[config.mk]
export PLATFORM = sky130hd
export DESIGN_NAME = multicycle_ctrl
export DESIGN_NICKNAME = d
export VERILOG_FILES = /design/src/rtl/ctrl_pkg.sv /design/src/rtl/ctrl_decode.sv /design/src/rtl/multicycle_ctrl.sv
export SDC_FILE = /design/constraint.sdc
export NUM_CORES = 1
export LEC_CHECK = 0
export CAP_MARGIN = 20
export CORE_MARGIN = 2
export CORE_UTILIZATION = 40
export CTS_CLUSTER_SIZE = 10
export DETAILED_ROUTE_END_ITERATION = 16
export GPL_ROUTABILITY_DRIVEN = 0
export PLACE_DENSITY = 0.87
export SYNTH_ARGS = -nofsm -noshare
export SYNTH_HDL_FRONTEND = slang
export SYNTH_SLANG_ARGS = --single-unit
export TNS_END_PERCENT = 100
[constraint.sdc]
create_clock -name clk -period 3.2 [get_ports clk]
set_input_delay 0.64 -clock clk [delete_from_list [all_inputs] [get_ports clk]]
set_output_delay 0.64 -clock clk [all_outputs]
set_load 0.02 [all_outputs]
[src/rtl/ctrl_pkg.sv]
// Shared types and encodings for the multi-cycle RV32I control unit.
package ctrl_pkg;

  typedef enum logic [2:0] {
    FETCH   = 3'd0,
    DECODE  = 3'd1,
    EXECUTE = 3'd2,
    MEM     = 3'd3,
    WB      = 3'd4,
    TRAP    = 3'd5
  } state_e;

  typedef enum logic [2:0] {
    CL_R     = 3'd0,
    CL_I     = 3'd1,
    CL_LOAD  = 3'd2,
    CL_STORE = 3'd3,
    CL_JAL   = 3'd4,
    CL_ILL   = 3'd5
  } iclass_e;

  localparam logic [6:0] OP_R     = 7'b0110011;
  localparam logic [6:0] OP_I     = 7'b0010011;
  localparam logic [6:0] OP_LOAD  = 7'b0000011;
  localparam logic [6:0] OP_STORE = 7'b0100011;
  localparam logic [6:0] OP_JAL   = 7'b1101111;

  localparam logic [1:0] WB_ALU = 2'b00;
  localparam logic [1:0] WB_DM  = 2'b01;
  localparam logic [1:0] WB_PC4 = 2'b10;

  // Static per-instruction datapath selects, valid from EXECUTE onward.
  typedef struct packed {
    logic       op1_sel;
    logic       op2_sel;
    logic [2:0] alu_func3;
    logic       alu_subsra;
    logic [1:0] wb_sel;
    logic       pc_sel;
    logic [2:0] dm_ctrl;
  } sel_t;

  function automatic iclass_e classify(input logic [6:0] opcode);
    case (opcode)
      OP_R:     return CL_R;
      OP_I:     return CL_I;
      OP_LOAD:  return CL_LOAD;
      OP_STORE: return CL_STORE;
      OP_JAL:   return CL_JAL;
      default:  return CL_ILL;
    endcase
  endfunction

endpackage

[src/rtl/ctrl_decode.sv]
// Combinational decode of the instruction register into class, register
// fields and the static operand/ALU/writeback selects.
import ctrl_pkg::*;

module ctrl_decode #(
  parameter int XLEN = 32
) (
  input  logic [XLEN-1:0] ir_i,
  output iclass_e         cls_o,
  output sel_t            sel_o,
  output logic [4:0]      rs1_o,
  output logic [4:0]      rs2_o,
  output logic [4:0]      rd_o
);

  logic [2:0] funct3;
  logic       unused_ir;

  assign funct3    = ir_i[14:12];
  assign rs1_o     = ir_i[19:15];
  assign rs2_o     = ir_i[24:20];
  assign rd_o      = ir_i[11:7];
  assign unused_ir = ^{ir_i[XLEN-1:31], ir_i[29:25]};

  always_comb begin
    cls_o = classify(ir_i[6:0]);
    sel_o = '0;
    case (cls_o)
      CL_R: begin
        sel_o.alu_func3  = funct3;
        sel_o.alu_subsra = ir_i[30];
        sel_o.wb_sel     = WB_ALU;
      end
      CL_I: begin
        // Only SRAI uses bit 30; for other immediates it is part of the constant.
        sel_o.op2_sel    = 1'b1;
        sel_o.alu_func3  = funct3;
        sel_o.alu_subsra = (funct3 == 3'b101) ? ir_i[30] : 1'b0;
        sel_o.wb_sel     = WB_ALU;
      end
      CL_LOAD: begin
        sel_o.op2_sel = 1'b1;
        sel_o.wb_sel  = WB_DM;
        sel_o.dm_ctrl = funct3;
      end
      CL_STORE: begin
        sel_o.op2_sel = 1'b1;
        sel_o.dm_ctrl = funct3;
      end
      CL_JAL: begin
        sel_o.op1_sel = 1'b1;
        sel_o.op2_sel = 1'b1;
        sel_o.wb_sel  = WB_PC4;
        sel_o.pc_sel  = 1'b1;
      end
      default: sel_o = '0;
    endcase
  end

endmodule

[src/rtl/multicycle_ctrl.sv]
// Multi-cycle RV32I control FSM: instruction register, sequencing, memory
// stall and retired-instruction counter. ILLEGAL_TRAP_EN selects trap vs NOP.
import ctrl_pkg::*;

module multicycle_ctrl #(
  parameter int XLEN      = 32,
  parameter int INSTRET_W = 32
) (
  input  logic                 clk,
  input  logic                 reset,
  input  logic [XLEN-1:0]      instr,
  input  logic                 mem_ready,
  output logic [XLEN-1:0]      ir_q,
  output logic [4:0]           rs1,
  output logic [4:0]           rs2,
  output logic [4:0]           rd,
  output logic                 pc_we,
  output logic                 pc_sel,
  output logic                 op1_sel,
  output logic                 op2_sel,
  output logic [2:0]           alu_func3,
  output logic                 alu_subsra,
  output logic [1:0]           wb_sel,
  output logic                 rf_we,
  output logic                 dm_req,
  output logic                 dm_we,
  output logic [2:0]           dm_ctrl,
  output logic                 illegal,
  output logic [INSTRET_W-1:0] instret
);

  state_e                state_q, state_d;
  logic [XLEN-1:0]       ir_d;
  logic [INSTRET_W-1:0]  instret_q, instret_d;
  iclass_e               cls;
  sel_t                  sel;
  logic                  retire;
  logic                  sel_active;

  ctrl_decode #(.XLEN(XLEN)) u_decode (
    .ir_i  (ir_q),
    .cls_o (cls),
    .sel_o (sel),
    .rs1_o (rs1),
    .rs2_o (rs2),
    .rd_o  (rd)
  );

`ifdef ILLEGAL_TRAP_EN
  logic illegal_q, illegal_d;

  always_ff @(posedge clk) begin
    if (!reset) illegal_q <= 1'b0;
    else        illegal_q <= illegal_d;
  end

  assign illegal = illegal_q;
`else
  assign illegal = 1'b0;
`endif

  always_ff @(posedge clk) begin
    if (!reset) begin
      state_q   <= FETCH;
      ir_q      <= '0;
      instret_q <= '0;
    end else begin
      state_q   <= state_d;
      ir_q      <= ir_d;
      instret_q <= instret_d;
    end
  end

  assign instret = instret_q;

  always_comb begin
    state_d = state_q;
    ir_d    = ir_q;
    retire  = 1'b0;
`ifdef ILLEGAL_TRAP_EN
    illegal_d = illegal_q;
`endif
    case (state_q)
      FETCH: begin
        ir_d    = instr;
        state_d = DECODE;
      end
      DECODE: begin
        if (cls == CL_ILL) begin
`ifdef ILLEGAL_TRAP_EN
          illegal_d = 1'b1;
          state_d   = TRAP;
`else
          retire  = 1'b1;
          state_d = FETCH;
`endif
        end else begin
          state_d = EXECUTE;
        end
      end
      EXECUTE: state_d = (cls == CL_LOAD || cls == CL_STORE) ? MEM : WB;
      MEM: begin
        // Stall here until the data memory reports completion.
        if (mem_ready) begin
          if (cls == CL_STORE) begin
            retire  = 1'b1;
            state_d = FETCH;
          end else begin
            state_d = WB;
          end
        end
      end
      WB: begin
        retire  = 1'b1;
        state_d = FETCH;
      end
      TRAP:    state_d = TRAP;
      default: state_d = FETCH;
    endcase
    instret_d = instret_q + INSTRET_W'(retire);
  end

  // Selects hold from EXECUTE to the end of the instruction; all control
  // outputs are forced low while reset is asserted so an abort is immediate.
  assign sel_active = reset &&
                      (state_q == EXECUTE || state_q == MEM || state_q == WB);

  always_comb begin
    pc_we      = 1'b0;
    pc_sel     = 1'b0;
    op1_sel    = 1'b0;
    op2_sel    = 1'b0;
    alu_func3  = 3'b000;
    alu_subsra = 1'b0;
    wb_sel     = WB_ALU;
    rf_we      = 1'b0;
    dm_req     = 1'b0;
    dm_we      = 1'b0;
    dm_ctrl    = 3'b000;
    if (sel_active) begin
      pc_sel     = sel.pc_sel;
      op1_sel    = sel.op1_sel;
      op2_sel    = sel.op2_sel;
      alu_func3  = sel.alu_func3;
      alu_subsra = sel.alu_subsra;
      wb_sel     = sel.wb_sel;
      dm_ctrl    = sel.dm_ctrl;
    end
    if (reset) begin
      pc_we  = retire;
      rf_we  = (state_q == WB) && (rd != 5'd0);
      dm_req = (state_q == MEM);
      dm_we  = (state_q == MEM) && (cls == CL_STORE);
    end
  end

endmodule

==> flow_summary.ini, run 1 <==
[global_route]
antenna_found_initial = 0
grt_busiest_layer = met2
grt_max_degree = 33
met2_usage_pct = 34.7
grtUsageTotal_pct = 19.9
grtUsageMet1_pct = 22.7
gr-total-overflow = 0
first_global_vias = 3028
grt_util_met3_pct = 5.18
grt_pass1_wl_mm = 13.7

[min_path]
hp-class = flip-flop to flip-flop

[clocking]
cts_max_level = 3
cts-root-buf = clkbuf_8
clockBufferDepth = 2
postCtsSetupBuffers = 0
cts.reportedPaths.clkPinSlew_ns = 0.07
clk_latency_ns = 0.34
cts_buffers = 9
cts_sinks = 67
cts_tree = built
hold_buffers = 0
post_cts_resize_count = 1

[sta]
finalSetupTns_ns = 0
timing.fmax_mhz = 323
finalSetupViolCount = 0
clock_skew_ns = 0.00691
maxSlewHeadroom_pct = 30.2
maxSlewViolCount = 0
grt_setup_unrepaired = false
worstMarginPinSlew_ns = 1.05
post-route-period-util_pct = 96.8
report.final.hold_viol_count = 0
period_needed_ns = 3.10

[pwr]
finalPower_uw = 2260
leakagePower_uw = 0.00164
power_density_nw_per_um2 = 493
ir_drop_mv = 0.309

[logic_synthesis]
ys.warnings.count = 0
synth-seq-area-share_pct = 43.2
async_flop_share_pct = 0
synth.top_cell.area_share_pct = 43.2
yosysMostFrequentCell = nand2_1
synthCells = 386
synth_area_sq_um = 3110
synth.distinct_cells = 48
synth_ff_type = dfxtp_1
synthTopCellsByArea = dfxtp_1 43%, nand2_1 9.5%, a21oi_1 7.3%, buf_4 4.1%, xor2_1 3.1%
yosys.area.top_type = dfxtp_1
ys_top_cells_by_count = 79 x nand2_1, 67 x dfxtp_1, 45 x a21oi_1, 19 x clkbuf_1
synth-seq-cells = 67
synth_edf_count = 0
synthesis.nets = 423
avgSynthCellArea_sq_um = 8.05

[finish]
fillers = 673
syn_to_final_growth_pct = 47.5
fin_nets = 532
regArea_sq_um = 1340
multi_input_comb_area_sq_um = 1530
antenna_cells = 0
drive_gt1_share_pct = 6.80

[detailed_routing]
drtAntennaViolNets = 0
drt_pre_antenna_iters = 4
drc_errors = 0
viasPerCell = 5.19
vias = 3126
routed_wl_mm = 8.44
drt_iter0_markers = 137
wl_per_cell_um = 14.0

[floorplanning]
chipHeight_um = 92.1
fp.dieW_um = 92.1
dieArea_sq_um = 8480
rows = 32
core_sq_um = 7610
boundaryPins = 131
start_util_pct = 40.8

[flow_run]
maxCapViolations = 0

[worst_setup_path]
worstSetupPathType = flip-flop to output port
cp_data_required_time_ns = 2.56
cp_data_arrival_time_ns = 2.46
cp-start-kind = flip-flop
cp_max_fo = 5
end_kind = output port

[placed_design]
io_buffers = 129
hpwl_mm = 6.17

[status]
status = complete, no violations
==> final timing paths <==
path / endpoint / from / cells after the start / slack, ns
worst min-delay path: ir_q[27]$_SDFFE_PN0P_ / ir_q[27]$_SDFFE_PN0P_ / 2 / 0.46
worst max register to register: instret[24]$_SDFF_PN0_ / ir_q[4]$_SDFFE_PN0P_ / 11 / 0.43
worst max-delay path: dm_ctrl[1] / ir_q[2]$_SDFFE_PN0P_ / 5 / 0.10
worst min register to register: ir_q[27]$_SDFFE_PN0P_ / ir_q[27]$_SDFFE_PN0P_ / 2 / 0.46
==> per-layer routing <==
layer,vias up,share of wire (%)
met2,119,51
met3,14,6.8
met5,-,0
li1,1545,-
met1,1448,41
met4,0,1.6
==> cell families (layout without fill, tap and decap cells) <==
group                      count (synthesis)  count (layout)  share of synthesized area, %
DFF                                       67              67                          43.2
adders and majority gates                  2               2                         0.806
xor gates and xnor gates                  13              13                          3.67
AOI/OAI and AO/OA                         80              80                          15.9
muxes                                      1               1                         0.322
and+or+nand+nor                          174             174                          27.8
other                                      1               1                         0.121
buffers and inverters                     48             162                          8.22
==> layout by cell type (no fill, tap or decap), drive strengths merged, types with 3 or more instances in the layout <==
cell,n
clkdlybuf4s50,129
nand2,79
dfxtp,67
a21oi,45
nor2,17
nand2b,11
xor2,11
o21ai,11
nand3,10
clkbuf,10
buf,10
nand4,9
and2,9
or3,8
o41ai,7
nor3,7
o311ai,7
inv,6
and4,6
clkinv,6
or4,4
nor4,3
and3,3
==> worst max-delay path, stage by stage (launching register included) <==
cell and delay (ns):
dfxtp_1 0.36, nor3_4 0.25, or3b_2 0.54, nor2_1 0.21
and2_1 0.15, clkdlybuf4s50_1 0.60
==> report_power, final <==
group          internal (uW)  switching [uW]
sequential               902            71.5
clock                    374             315
combinational            269             325
total                   1550             711
==> sequential cells by signal, indices dropped and copies added, names as in the netlist <==
| signal | count |
|---|---|
| instret | 32 |
| state_q | 3 |
| ir_q | 32 |
==> final cells by class <==
type | count | area share [%]
clock buffer | 10 | 3.00
clock inverter | 6 | 1.20
inverter | 7 | 0.574
multi-input combinational | 271 | 33.3
sequential | 67 | 29.3
tap | 102 | 2.79
timing repair buffer | 139 | 29.8
==> metrics by stage <==
step	instance area (sq um)	setup WS (ns)	util, %	std cells	hold WS, ns
floorplan	3110	0.490	-	386	0.534
global placement	4380	0.165	57.5	586	0.441
detailed placement	4380	0.0703	57.5	586	0.448
CTS	4570	0.0406	60.1	602	0.460
global route	4580	0.00649	60.2	602	0.483
finish	4580	0.101	60.2	602	0.458
(Power assumes the default switching activity.)
==> run 2, diff against run 1 <==
GPL_TIMING_DRIVEN = 0   (was unset)
==> run 2 against run 1 <==
Net effect:
- sequential share of layout area fell by 0.97 points
- clock skew down 0.00064 ns
- global-route usage up 0.96 points
- routed wire length up 7.3%
- fmax grew 0.51%
- core utilization up 2.1 points
- register-to-register slack worse by 0.28 ns
- sequential power is 0.6% lower
- combinational power up 9.3%
- clock power is 15% lower
- critical endpoint is now dm_ctrl[2]
==> flow_summary.ini, run 2 (synthesis gave the netlist of run 1 again) <==
[clocking]
cts_sinks = 67
cts.reportedPaths.clkPinSlew_ns = 0.07
cts_max_level = 3
clockBufferDepth = 2
cts_buffers = 9
cts-root-buf = clkbuf_8
cts_tree = built
hold_buffers = 0
clk_latency_ns = 0.34

[sta]
clock_skew_ns = 0.00627
finalSetupTns_ns = 0
period_needed_ns = 3.08
finalSetupViolCount = 0
worstMarginPinSlew_ns = 0.629
post-route-period-util_pct = 96.3
maxSlewHeadroom_pct = 57.7
timing.fmax_mhz = 324
report.final.hold_viol_count = 0
maxSlewViolCount = 0

[detailed_routing]
drt_pre_antenna_iters = 4
drc_errors = 0
route.met2.wl_mm = 4.52
wl_per_cell_um = 14.3
dr_wl_met3_um = 659
routed_wl_mm = 9.06
vias = 3319
viasPerCell = 5.23
routed.top_layer = met4
drtAntennaViolNets = 0
drt-met1-wl_mm = 3.69
drt_iter0_markers = 97

[global_route]
grtUsageTotal_pct = 20.9
first_global_vias = 3175
gr-total-overflow = 0
grt_pass1_wl_mm = 14.4
antenna_found_initial = 0
grt_max_degree = 12

[finish]
layout_common_cells = 129 x clkdlybuf4s50_1, 79 x nand2_1, 65 x dfxtp_1
antenna_cells = 0
regArea_sq_um = 1340
layout_commonest_cell = clkdlybuf4s50_1
fin_nets = 565
drive_gt1_share_pct = 10.3
final_cell_count_no_fill = 635
multi_input_comb_area_sq_um = 1540
syn_to_final_growth_pct = 52.7
utilization_pct = 62.3
fillers = 640

[worst_setup_path]
end_kind = output port
worstSetupPathType = flip-flop to output port
cp_data_arrival_time_ns = 2.44
cp_data_required_time_ns = 2.56
cp_max_fo = 5
cp-start-kind = flip-flop

[status]
status = complete, no violations

[flow_run]
maxCapViolations = 0

[placed_design]
hpwl_mm = 6.64
io_buffers = 129
dp.cells = 617

[min_path]
hp-class = flip-flop to flip-flop

[floorplanning]
dieArea_sq_um = 8480
rows = 32
start_util_pct = 40.8
core_sq_um = 7610
fp.dieW_um = 92.1
boundaryPins = 131
chipHeight_um = 92.1

[pwr]
power_density_nw_per_um2 = 465
leakagePower_uw = 0.00173
ir_drop_mv = 0.289
-- run 2: cell count changes in the layout (fill, tap and decap cells not counted), sizes merged --
cell	change
buf	+15
bufinv	-1
clkbuf	+18
clkinv	-1
clkinvlp	+1
inv	+1
-- run 2: layout make-up --
cell class | instances | share of cell area, %
plain buffers | 40 | 4.80
clock buffers | 10 | 2.69
clock inverters | 6 | 0.686
inverters | 7 | 0.554
multi-input cells | 271 | 32.5
flip-flops and latches | 67 | 28.3
well taps | 102 | 2.69
repair buffers | 132 | 27.7
-- run 2: per-layer routing --
metal | vias to the layer above | GRT usage (%)
li1 | 1616 | -
met5 | - | 0
met4 | 0 | 10.2
met2 | 131 | 36.2
met3 | 19 | 5.42
met1 | 1553 | 23.8
-- run 2: stage by stage --
step	hold WS [ns]	setup WS, ns	power (uW)	area (sq um)
5_1_grt	0.487	-0.00178	2320	4740
4_1_cts	0.463	0.0319	2210	4690
3_5_place_dp	0.453	-0.386	1620	4520
6_report	0.457	0.117	2200	4740
3_3_place_gp	0.442	-0.258	1610	4520
2_1_floorplan	0.534	0.490	1330	3110
-- run 2: power by group --
part	total (uW)	switching (uW)	internal, uW
registers	968	65.6	903
logic	649	346	303
clock network	586	312	274
-- run 2: critical path, cell delays in order, from the launching register on --
cell             delay (ns)
dfxtp_1                0.36
nor3_4                 0.27
or3b_2                 0.54
nor2_2                 0.19
and2_1                 0.15
clkdlybuf4s50_1        0.60
-- run 2: timing repair --
item / 4_1_cts / 5_1_grt
endpoints found under the setup margin: 22 / 19
gates resized for setup: 3 / 10
pin swaps: 0 / 2
buffers inserted: 0 / 3
-- run 2: path summary, 6_finish.rpt --
check	startpoint	end	slack, ns	cells past startpoint
hold / removal	ir_q[27]$_SDFFE_PN0P_	ir_q[27]$_SDFFE_PN0P_	0.46	2
setup / recovery	ir_q[2]$_SDFFE_PN0P_	dm_ctrl[2]	0.12	5
hold reg to reg	ir_q[27]$_SDFFE_PN0P_	ir_q[27]$_SDFFE_PN0P_	0.46	2
setup reg to reg	state_q[0]$_SDFFE_PN0P_	instret[22]$_SDFF_PN0_	0.15	12
